$ cat config.mk
export PLATFORM = sky130hd
export DESIGN_NAME = pwm_dac
export DESIGN_NICKNAME = d
export VERILOG_FILES = /design/src/rtl/pwm_dac.sv
export SDC_FILE = /design/constraint.sdc
export NUM_CORES = 1
export LEC_CHECK = 0
export ABC_AREA = 1
export CAP_MARGIN = 25
export CORE_MARGIN = 3
export CORE_UTILIZATION = 50
export DETAILED_ROUTE_END_ITERATION = 12
export GPL_TIMING_DRIVEN = 0
export PLACE_DENSITY = 0.71
export SETUP_SLACK_MARGIN = 0.4
export SLEW_MARGIN = 30
export SYNTH_ARGS = -nofsm -noshare
export SYNTH_HDL_FRONTEND = slang
export SYNTH_SLANG_ARGS = --single-unit
$ cat constraint.sdc
create_clock -name clk_in -period 2.9 [get_ports clk_in]
set_clock_uncertainty 0.05 [all_clocks]
set_input_delay 0.58 -clock clk_in [delete_from_list [all_inputs] [get_ports clk_in]]
set_output_delay 0.58 -clock clk_in [all_outputs]
set_load 0.02 [all_outputs]
$ cat src/rtl/pwm_dac.sv
// Audio PWM DAC: scales and saturates filtered samples, double-buffers the duty,
// and emits a registered PWM waveform whose duty changes only at period boundaries.
module pwm_dac #(
  parameter int unsigned PWM_BITS = 8
) (
  input  logic        clk_in,
  input  logic        rst_in,
  input  logic        ready_in,
  input  logic [15:0] signal_in,
  input  logic [2:0]  gain_shift_in,
  output logic        pwm_out,
  output logic        period_start_out,
  output logic        sat_out,
  output logic [7:0]  overrun_count_out
);

  localparam int unsigned SAMPLE_W   = 16;
  localparam int unsigned SCALE_W    = 24;
  localparam int unsigned DUTY_SHIFT = SAMPLE_W - PWM_BITS;

  localparam logic [PWM_BITS-1:0] DUTY_MID = {1'b1, {(PWM_BITS-1){1'b0}}};
  localparam logic [PWM_BITS-1:0] CNT_MAX  = '1;
  localparam logic [7:0]          OVR_MAX  = 8'hFF;

  logic [PWM_BITS-1:0]       cnt;
  logic [PWM_BITS-1:0]       active_duty;
  logic [PWM_BITS-1:0]       pending_duty;
  logic                      pending_valid;
  logic                      s1_valid;
  logic [SAMPLE_W-1:0]       sat_q;

  logic signed [SCALE_W-1:0] scaled_c;
  logic [SAMPLE_W-1:0]       sat_c;
  logic                      clip_c;
  logic [PWM_BITS-1:0]       duty_c;
  logic                      cnt_wrap_c;

  // Sign-extend, apply gain, clamp into the 16-bit signed range
  always_comb begin
    scaled_c = $signed({{(SCALE_W-SAMPLE_W){signal_in[SAMPLE_W-1]}}, signal_in}) <<< gain_shift_in;
    sat_c    = scaled_c[SAMPLE_W-1:0];
    clip_c   = 1'b0;
    if (scaled_c > 24'sd32767) begin
      sat_c  = 16'h7FFF;
      clip_c = 1'b1;
    end else if (scaled_c < -24'sd32768) begin
      sat_c  = 16'h8000;
      clip_c = 1'b1;
    end
  end

  // Offset binary: flipping the sign bit maps -32768..32767 onto 0..65535
  always_comb begin
    duty_c     = PWM_BITS'((sat_q ^ 16'h8000) >> DUTY_SHIFT);
    cnt_wrap_c = (cnt == CNT_MAX);
  end

  // Stage 1: capture saturated sample
  always_ff @(posedge clk_in or posedge rst_in) begin
    if (rst_in) begin
      sat_q    <= '0;
      s1_valid <= 1'b0;
      sat_out  <= 1'b0;
    end else begin
      s1_valid <= ready_in;
      sat_out  <= ready_in & clip_c;
      if (ready_in) begin
        sat_q <= sat_c;
      end
    end
  end

  // Stage 2 and duty double buffer; a write on the wrap edge is never an overrun
  always_ff @(posedge clk_in or posedge rst_in) begin
    if (rst_in) begin
      pending_duty      <= DUTY_MID;
      pending_valid     <= 1'b0;
      active_duty       <= DUTY_MID;
      overrun_count_out <= '0;
    end else begin
      if (s1_valid) begin
        pending_duty <= duty_c;
      end
      pending_valid <= s1_valid | (pending_valid & ~cnt_wrap_c);
      if (cnt_wrap_c && pending_valid) begin
        active_duty <= pending_duty;
      end
      if (s1_valid && pending_valid && !cnt_wrap_c && (overrun_count_out != OVR_MAX)) begin
        overrun_count_out <= overrun_count_out + 8'd1;
      end
    end
  end

  // Free-running period counter and registered comparator
  always_ff @(posedge clk_in or posedge rst_in) begin
    if (rst_in) begin
      cnt     <= '0;
      pwm_out <= 1'b0;
    end else begin
      cnt     <= cnt + PWM_BITS'(1);
      pwm_out <= (cnt < active_duty);
    end
  end

  assign period_start_out = (cnt == '0);

endmodule

==> results.sh, run 1 <==
export IMPL_hold_class="reg2reg"
export IMPL_yosysTopAreaCell="dfrtp_1"
export IMPL_first_iter_violations=51
export IMPL_ios=33
export IMPL_min_from="sat_q[15]"
export IMPL_synthMostInstantiatedCell="nand2_1"
export IMPL_pwr_share_clk=0.281
export IMPL_antennaDiodeCount=0
export IMPL_synthArstFlopShare=1.00
export IMPL_switching_share=0.292
export IMPL_maxSlewViolCount=0
export IMPL_synth_area_leaders="dfrtp_1, nand2_1, nand3_1"
export IMPL_fin_crit_sh=0.762
export IMPL_relSlewSlack=0.652
export IMPL_grt_pass1_wl_um=8090
export IMPL_status="finished, final reports clean"
export IMPL_place_congestion=0.842
export IMPL_die_h_um=76.5
export IMPL_wl_um=4560
export IMPL_antenna_found_initial=0
export IMPL_finalPower_uw=1590
export IMPL_yosysSeqAreaShare=0.444
export IMPL_root_buffer="clkbuf_8"
export IMPL_cts_clk_slew_worst_paths_ns=0.08
export IMPL_crit_fanout=10
export IMPL_first_pass_iters=4
export IMPL_crit_path_start_kind="input port"
export IMPL_cts_htree_levels=2
export IMPL_coreArea_um2=4750
export IMPL_ir_worst_vdd_v=0.000277
export IMPL_synth_flop_cell="dfrtp_1"
export IMPL_crit_arrival_ns=2.33
export IMPL_seq_power_share=0.471
export IMPL_reg2regPathDepth=8
export IMPL_r2r_end="overrun_count_out[4]"
export IMPL_final_hold_viol_count=0
export IMPL_route_met3_wl_um=143
export IMPL_timing_fmax_ghz=0.453
export IMPL_via_per_inst=4.98
export IMPL_grt_util_all_layers=0.166
export IMPL_wl_met1_um=1950
export IMPL_p_leak_uw=0.00146
export IMPL_ys_warn_count=0
export IMPL_clkSinkCount=44
export IMPL_critPathKind="in2reg"
export IMPL_worst_pin_slew_ns=0.520
export IMPL_synth_cell_types=32
export IMPL_grt_pass1_vias=1999
export IMPL_p_int_uw=1120
export IMPL_fin_nets=390
export IMPL_cts_tree="built"
export IMPL_synth_seq_cells=44
export IMPL_synth_nets=353
export IMPL_wl_met2_um=2360
export IMPL_fillerInstances=458
export IMPL_worstHoldEndpoint="pending_duty[7]"
export IMPL_rsz0062_at_grt="no"
export IMPL_clockBufferDepth=2
export IMPL_r2r_slack_ns=0.88
export IMPL_drive_gt1_frac=0.0724
export IMPL_syn_avg_cell_area_um2=7.74
export IMPL_cellPowerDensity_nw_per_um2=531
export IMPL_dp_hpwl_um=3610
export IMPL_fin_setup_tns_ns=0
export IMPL_vias=2123
export IMPL_drtAntennaViolNets=0
export IMPL_synth_area_um2=2490
export IMPL_ctsHoldBuffers=0
export IMPL_syn2layout_area_growth_pct=20.2
export IMPL_synth_edf_count=0
export IMPL_die_area_um2=5850
export IMPL_setup_viol=0
export IMPL_port_buffers=29
export IMPL_synth_top_area_frac=0.423
export IMPL_numCtsBuffers=5
export IMPL_syn_inst=321
export IMPL_start_util=0.523
export IMPL_clock_latency_ns=0.29
export IMPL_grt_remaining_overflow=0
export IMPL_drv_max_cap_violation_count=0
export IMPL_die_w_um=76.5
export IMPL_pwr_share_comb=0.248
export IMPL_required_ns=3.02
export IMPL_p_sw_uw=464
export IMPL_min_period_ns=2.21
export IMPL_dpl_instance_area_um2=2880
export IMPL_crit_path_end_kind="register"
export IMPL_final_cell_area_um2=2990
export IMPL_detail_route_drc_violations=0
export IMPL_r2r_start="cnt[0]"
export IMPL_ys_top_cells_by_count="nand2_1, dfrtp_1, nand3_1"
export IMPL_hold_depth=1
export IMPL_num_rows=25
export IMPL_routed_top_layer="met4"
export IMPL_drt_wirelength_per_cell_um=10.7
export IMPL_grt_max_degree=32
per-layer routing:
layer / track usage / vias up
met5: 0 / -
met4: 0.0688 / 0
met3: 0.0284 / 14
met2: 0.314 / 41
met1: 0.181 / 962
li1: - / 1106
power by group through the flow:
stage / Clock, uW / Sequential, uW / Combinational (uW)
3_3_place_gp: 0 / 757 / 382
4_1_cts: 456 / 749 / 398
6_report: 446 / 749 / 393
2_1_floorplan: 0 / 800 / 192
5_1_grt: 480 / 761 / 439
3_5_place_dp: 0 / 760 / 396
state kept, by name, indices dropped and copies added, names as in the netlist:
name	flops
sat_q	8
s1_valid	1
overrun_count_out	8
pending_duty	8
sat_out	1
pwm_out	1
cnt	8
active_duty	8
pending_valid	1
how the worst max path moves through the flow:
stage                           startpoint               end  slack [ns]  cells past startpoint
final                     gain_shift_in[0]         sat_q[11]        0.69                     11
after detailed placement  gain_shift_in[0]         sat_q[11]        0.36                     11
after floorplan                     cnt[0]  period_start_out        0.99                      4
after global placement              rst_in          sat_q[8]        0.40                      2
after global routing      gain_shift_in[0]         sat_q[13]        0.52                     11
after CTS                           cnt[0]  period_start_out        0.43                      5
cell families (layout without fill, tap and decap cells):
family	after synthesis	after routing	share of synthesized area
DFF	44	44	0.444
buffers and inverters	39	77	0.0689
muxes	2	2	0.00805
and+or+nand+nor	174	174	0.296
adders and majority gates	10	10	0.0503
xor gates and xnor gates	13	13	0.0458
AOI/OAI and AO/OA	39	39	0.0866
through the flow:
| step | setup WS [ns] | hold WS [ns] | util | instances |
|---|---|---|---|---|
| final | 0.691 | 0.407 | 0.629 | 426 |
| after global placement | 0.397 | 0.374 | 0.602 | 417 |
| after floorplan | 0.986 | 0.356 | - | 321 |
| after detailed placement | 0.362 | 0.403 | 0.606 | 418 |
| after global routing | 0.523 | 0.438 | 0.629 | 426 |
| after CTS | 0.425 | 0.416 | 0.628 | 426 |
cell type report:
| class | count | area [um2] | area share |
|---|---|---|---|
| multi-input combinational | 238 | 1210 | 0.405 |
| sequential | 44 | 1100 | 0.369 |
| timing repair buffer | 30 | 313 | 0.105 |
| inverter | 28 | 105 | 0.0352 |
| tap | 67 | 83.8 | 0.0280 |
| clock buffer | 7 | 76.3 | 0.0255 |
| buffer | 11 | 66.3 | 0.0222 |
| clock inverter | 1 | 30.0 | 0.0100 |
placed cells by master (no fill, tap or decap), types with 2 or more instances in the layout:
cell             instances
nand2_1                108
dfrtp_1                 42
nand3_1                 31
clkdlybuf4s50_1         28
inv_1                   25
o21ai_0                 23
nor2_1                  22
a21oi_1                 11
xor2_1                  10
ha_1                    10
clkbuf_1                 5
buf_2                    5
clkbuf_8                 5
xnor2_1                  3
nor3_1                   2
inv_2                    2
buf_6                    2
nand2_2                  2
mux2i_1                  2
o22ai_1                  2
nand4_1                  2
dfstp_2                  2
critical path: stages:
cell,delay [ns]
clkdlybuf4s50_1,0.59
inv_2,0.08
buf_6,0.14
nand2_1,0.08
nand3_1,0.10
nand3_1,0.10
nand2_1,0.07
nor2_1,0.14
nand3_2,0.12
a21oi_4,0.22
a21oi_1,0.10
timing repair:
action | in CTS | in global routing
setup endpoints to repair | 0 | 1
gates resized for setup | 0 | 1
setup buffers | 0 | 0
No activity file was read; power rests on OpenSTA's default activity.
==> inputs of run 2 (changes only) <==
==> constraint.sdc (replaced) <==
create_clock -name clk_in -period 2.2 [get_ports clk_in]
set_clock_uncertainty 0.05 [all_clocks]
set_input_delay 0.44 -clock clk_in [delete_from_list [all_inputs] [get_ports clk_in]]
set_output_delay 0.44 -clock clk_in [all_outputs]
set_load 0.02 [all_outputs]
==> run 2 against run 1 <==
Against the previous run:
- clock power is 33% higher
- hold slack got worse by 0.031 ns
- register-to-register slack lost 0.48 ns
- combinational power up 36%
- global-route usage grew 0.71 points
- via count rose by 4.0%
- routed wire length is 13% higher
- largest cell class unchanged
- critical path type is now reg2out
- non-clock buffer count up 7
- count of clock-buffer cells in the layout stayed put
- first-iteration DRC count up 7.8%
==> results.sh, run 2 (synthesis results as in run 1) <==
export IMPL_crit_path_end_kind="output pin"
export IMPL_worst_pin_slew_ns=0.401
export IMPL_antenna_found_initial=0
export IMPL_finalPower_uw=2110
export IMPL_min_period_ns=1.84
export IMPL_ir_worst_vdd_v=0.000312
export IMPL_clkSinkCount=44
export IMPL_place_inst=418
export IMPL_die_w_um=76.5
export IMPL_vias=2208
export IMPL_start_util=0.523
export IMPL_ios=33
export IMPL_multi_input_area_um2=1390
export IMPL_syn2layout_area_growth_pct=29.5
export IMPL_clockBufferDepth=2
export IMPL_fin_setup_tns_ns=0
export IMPL_place_congestion=0.842
export IMPL_grt_pass1_vias=2057
export IMPL_rsz0062_at_grt="yes"
export IMPL_crit_arrival_ns=1.35
export IMPL_setup_viol=0
export IMPL_p_sw_uw=645
export IMPL_crit_fanout=3
export IMPL_p_int_uw=1470
export IMPL_final_cell_mix="nand2_1, dfrtp_1, inv_1"
export IMPL_p_leak_uw=0.00160
export IMPL_relSlewSlack=0.732
export IMPL_final_hold_viol_count=0
export IMPL_setup_slack_ns=0.355
export IMPL_grt_remaining_overflow=0
export IMPL_fin_nets=397
export IMPL_num_rows=25
export IMPL_instances_no_fill=433
export IMPL_drv_max_cap_violation_count=0
export IMPL_timing_fmax_ghz=0.542
export IMPL_required_ns=1.71
export IMPL_switching_share=0.305
export IMPL_dp_hpwl_um=3610
export IMPL_drive_gt1_frac=0.208
export IMPL_final_common_cell="nand2_1"
export IMPL_pwr_share_clk=0.280
export IMPL_fillerInstances=414
export IMPL_die_area_um2=5850
export IMPL_wl_um=5130
export IMPL_cellPowerDensity_nw_per_um2=656
export IMPL_via_per_inst=5.10
export IMPL_seq_power_share=0.467
export IMPL_coreArea_um2=4750
export IMPL_root_buffer="clkbuf_8"
export IMPL_cts_htree_levels=2
export IMPL_numCtsBuffers=5
export IMPL_critPathKind="reg2out"
export IMPL_grt_util_all_layers=0.173
export IMPL_crit_path_start_kind="register"
export IMPL_pwr_share_comb=0.253
export IMPL_port_buffers=29
export IMPL_ctsHoldBuffers=0
export IMPL_status="finished, final reports clean"
export IMPL_cts_tree="built"
export IMPL_clock_latency_ns=0.29
export IMPL_first_iter_violations=55
export IMPL_fin_crit_sh=0.839
export IMPL_place_ws_ns=-0.198
export IMPL_whs_ns=0.376
export IMPL_antennaDiodeCount=0
export IMPL_regArea_um2=1100
export IMPL_die_h_um=76.5
export IMPL_grt_pass1_wl_um=8420
export IMPL_grt_max_degree=32
export IMPL_hold_class="in2async"
export IMPL_cts_clk_slew_worst_paths_ns=0.08
export IMPL_drt_wirelength_per_cell_um=11.8
export IMPL_first_pass_iters=4
export IMPL_detail_route_drc_violations=0
export IMPL_maxSlewViolCount=0
export IMPL_drtAntennaViolNets=0
[run 2: changes by cell type in the layout (fill, tap and decap cells not counted), sizes merged]
cell / delta
buf: +8
clkbuf: +1
clkdlybuf4s50: -14
dlygate4sd2: +8
dlymetal6s2s: +4
[run 2: repair_timing]
| item | in CTS | in global routing |
|---|---|---|
| setup endpoints to repair | 31 | 22 |
| setup buffers | 3 | 4 |
| pin swaps | 2 | 20 |
| gates resized for setup | 24 | 47 |
| endpoints found under the hold margin | 0 | 0 |
[run 2: layout make-up]
class                           instances  share of cell area
Tap cell                               67              0.0260
Buffer                                 11              0.0214
Timing Repair Buffer                   37               0.112
Multi-Input combinational cell        238               0.433
Inverter                               28              0.0326
Clock buffer                            7              0.0237
Sequential cell                        44               0.343
Clock inverter                          1             0.00933
[run 2: power groups by stage]
| stage | Combinational, uW | Clock (uW) | Sequential, uW |
|---|---|---|---|
| after floorplan | 253 | 0 | 1050 |
| after global placement | 504 | 0 | 998 |
| after detailed placement | 522 | 0 | 1000 |
| after CTS | 488 | 602 | 985 |
| after global routing | 595 | 633 | 1000 |
| final | 533 | 591 | 987 |
[run 2: worst paths after layout]
kind | start | to | slack [ns] | depth (start not counted)
min | rst_in | cnt[5] | 0.38 | 2
max | cnt[0] | period_start_out | 0.36 | 5
max reg2reg | cnt[0] | overrun_count_out[4] | 0.40 | 8
min in group clk_in | sat_q[15] | pending_duty[7] | 0.41 | 1
min reg2reg | sat_q[15] | pending_duty[7] | 0.41 | 1
max in group asynchronous | rst_in | active_duty[7] | 1.20 | 3
[run 2: critical path, cell delays in order (launching register included)]
cell and delay [ns]:
dfrtp_1 0.41, inv_1 0.08, ha_1 0.15, nand3b_1 0.07, nor4_1 0.15, buf_2 0.20
[run 2: per-stage QoR]
stage,util,instance area [um2]
final,0.677,3220
after global routing,0.677,3220
after CTS,0.637,3030
after detailed placement,0.606,2880
after global placement,0.602,2860
after floorplan,-,2490
[run 2: per-layer routing]
metal | global-route usage | routed length, um
met4 | 0.0743 | 110
met3 | 0.0296 | 141
met1 | 0.185 | 2050
met5 | 0 | 0
met2 | 0.330 | 2820
==> inputs of run 3 (changes only) <==
--- a/config.mk
+++ b/config.mk
@@ -11,7 +11,7 @@
 export CORE_UTILIZATION = 50
 export DETAILED_ROUTE_END_ITERATION = 12
 export GPL_TIMING_DRIVEN = 0
-export PLACE_DENSITY = 0.71
+export PLACE_DENSITY = 0.73
 export SETUP_SLACK_MARGIN = 0.4
 export SLEW_MARGIN = 30
 export SYNTH_ARGS = -nofsm -noshare
==> constraint.sdc (replaced) <==
create_clock -name clk_in -period 1.5 [get_ports clk_in]
set_clock_uncertainty 0.05 [all_clocks]
set_input_delay 0.3 -clock clk_in [delete_from_list [all_inputs] [get_ports clk_in]]
set_output_delay 0.3 -clock clk_in [all_outputs]
set_load 0.02 [all_outputs]
==> run 3 against run 2 <==
Against the previous run:
- the run now ends with negative setup slack left
- first-iteration DRC count increased by 110%
- final area grew 18%
- flip-flop and latch count is the same
- largest power group unchanged
- combinational power grew 110%
- count of clock-buffer cells in the layout did not move
- critical path depth is 4 higher
- non-clock buffer count up 26
- utilization increased by 12 points
- global-route usage is 3.4 points higher
- sequential power grew 48%
- hold slack got worse by 0.072 ns
- register-to-register slack worse by 0.68 ns
- critical endpoint is now overrun_count_out[1]
==> results.sh, run 3 (synthesis results as in run 1) <==
export IMPL_p_leak_uw=0.00177
export IMPL_dp_hpwl_um=3620
export IMPL_antennaDiodeCount=0
export IMPL_timing_fmax_ghz=0.563
export IMPL_coreArea_um2=4750
export IMPL_cts_htree_levels=2
export IMPL_status="complete, but fails checks"
export IMPL_detail_route_drc_violations=0
export IMPL_r2r_start="cnt[0]"
export IMPL_crit_arrival_ns=1.96
export IMPL_cts_clk_slew_worst_paths_ns=0.08
export IMPL_first_pass_iters=4
export IMPL_relSlewSlack=0.671
export IMPL_final_cell_area_um2=3790
export IMPL_cellPowerDensity_nw_per_um2=872
export IMPL_final_common_cell="nand2_1"
export IMPL_die_h_um=76.5
export IMPL_final_cell_mix="nand2_1, dfrtp_1, buf_4"
export IMPL_die_area_um2=5850
export IMPL_fin_setup_tns_ns=-4.15
export IMPL_hold_class="in2reg"
export IMPL_clockBufferDepth=2
export IMPL_grt_max_degree=23
export IMPL_first_iter_violations=117
export IMPL_r2r_slack_ns=-0.28
export IMPL_start_util=0.523
export IMPL_port_buffers=29
export IMPL_drtAntennaViolNets=0
export IMPL_fillerInstances=301
export IMPL_crit_path_end_kind="register"
export IMPL_required_ns=1.68
export IMPL_cts_tree="built"
export IMPL_grt_remaining_overflow=0
export IMPL_dpl_instance_area_um2=3030
export IMPL_drive_gt1_frac=0.445
export IMPL_numCtsBuffers=5
export IMPL_r2r_end="overrun_count_out[1]"
export IMPL_ios=33
export IMPL_num_rows=25
export IMPL_fin_crit_sh=1.18
export IMPL_ctsHoldBuffers=0
export IMPL_crit_path_start_kind="register"
export IMPL_grt_util_all_layers=0.207
export IMPL_worst_pin_slew_ns=0.492
export IMPL_reg2regPathDepth=9
export IMPL_ir_worst_vdd_v=0.000610
export IMPL_violations="negative setup slack"
export IMPL_antenna_found_initial=0
export IMPL_worstHoldEndpoint="sat_out"
export IMPL_clock_latency_ns=0.29
export IMPL_grt_pass1_vias=2402
export IMPL_crit_fanout=4
export IMPL_final_hold_viol_count=0
export IMPL_via_per_inst=5.21
export IMPL_place_congestion=0.834
export IMPL_die_w_um=76.5
export IMPL_clkSinkCount=44
export IMPL_maxSlewViolCount=0
export IMPL_min_from="signal_in[15]"
export IMPL_setup_viol=19
export IMPL_hold_depth=3
export IMPL_drt_wirelength_per_cell_um=14.0
export IMPL_min_period_ns=1.78
export IMPL_grt_pass1_wl_um=10000
export IMPL_wl_um=6420
export IMPL_syn2layout_area_growth_pct=52.3
export IMPL_drv_max_cap_violation_count=0
export IMPL_root_buffer="clkbuf_8"
export IMPL_fin_nets=424
export IMPL_rsz0062_at_grt="yes"
export IMPL_critPathKind="reg2reg"
export IMPL_vias=2395
export IMPL_setup_slack_ns=-0.276
## run 3: power breakdown
part	switching (uW)	internal (uW)
combinational	571	562
clock	382	327
sequential	132	1330
total	1090	2220
## run 3: through the flow
step | hold slack (ns) | total power (uW) | instances | setup slack [ns] | utilization
finish | 0.303 | 3300 | 460 | -0.276 | 0.797
floorplan | 0.253 | 1980 | 321 | -0.100 | -
detailed placement | 0.387 | 2290 | 417 | -0.811 | 0.638
global placement | 0.377 | 2270 | 417 | -0.755 | 0.638
CTS | 0.314 | 3130 | 448 | -0.246 | 0.742
global route | 0.316 | 3500 | 460 | -0.331 | 0.797
## run 3: layout make-up
| class | instances | area, um2 | area share |
|---|---|---|---|
| multi-input combinational | 238 | 1680 | 0.444 |
| sequential | 44 | 1110 | 0.292 |
| timing repair buffer | 63 | 574 | 0.152 |
| buffer | 11 | 129 | 0.0340 |
| inverter | 28 | 124 | 0.0327 |
| tap | 67 | 83.8 | 0.0221 |
| clock buffer | 7 | 76.3 | 0.0202 |
| timing repair inverter | 1 | 7.51 | 0.00198 |
| clock inverter | 1 | 5.00 | 0.00132 |
## run 3: worst max-delay path, stage by stage (launching register included)
cell,delay (ns)
dfrtp_1,0.41
ha_2,0.21
nand2_2,0.09
nor3b_4,0.28
nand3_4,0.14
buf_4,0.17
nand3_4,0.10
buf_4,0.11
nand2_1,0.07
nand2_2,0.07
## run 3: worst max path at each step
stage                                     from              endpoint  slack, ns  cells past startpoint
after CTS                               cnt[0]      period_start_out      -0.25                      5
after detailed placement      gain_shift_in[0]             sat_q[13]      -0.81                     11
after global routing                    cnt[1]        active_duty[4]      -0.33                      8
final                                   cnt[0]  overrun_count_out[1]      -0.28                      9
after floorplan           overrun_count_out[0]  overrun_count_out[4]      -0.10                      7
after global placement        gain_shift_in[0]              sat_q[8]      -0.75                     11
## run 3: timing repair
item / in CTS / in global routing
buffers inserted: 21 / 12
gates cloned: 2 / 0
pin swaps: 43 / 22
resized for setup: 156 / 53
setup endpoints to repair: 91 / 50
## run 3: routing by layer
layer  up-vias  share of wire  GRT usage
li1       1180              -          -
met1      1137           0.37      0.213
met2        57           0.56      0.403
met3        21          0.031     0.0284
met4         0          0.040      0.105
met5         -              0          0
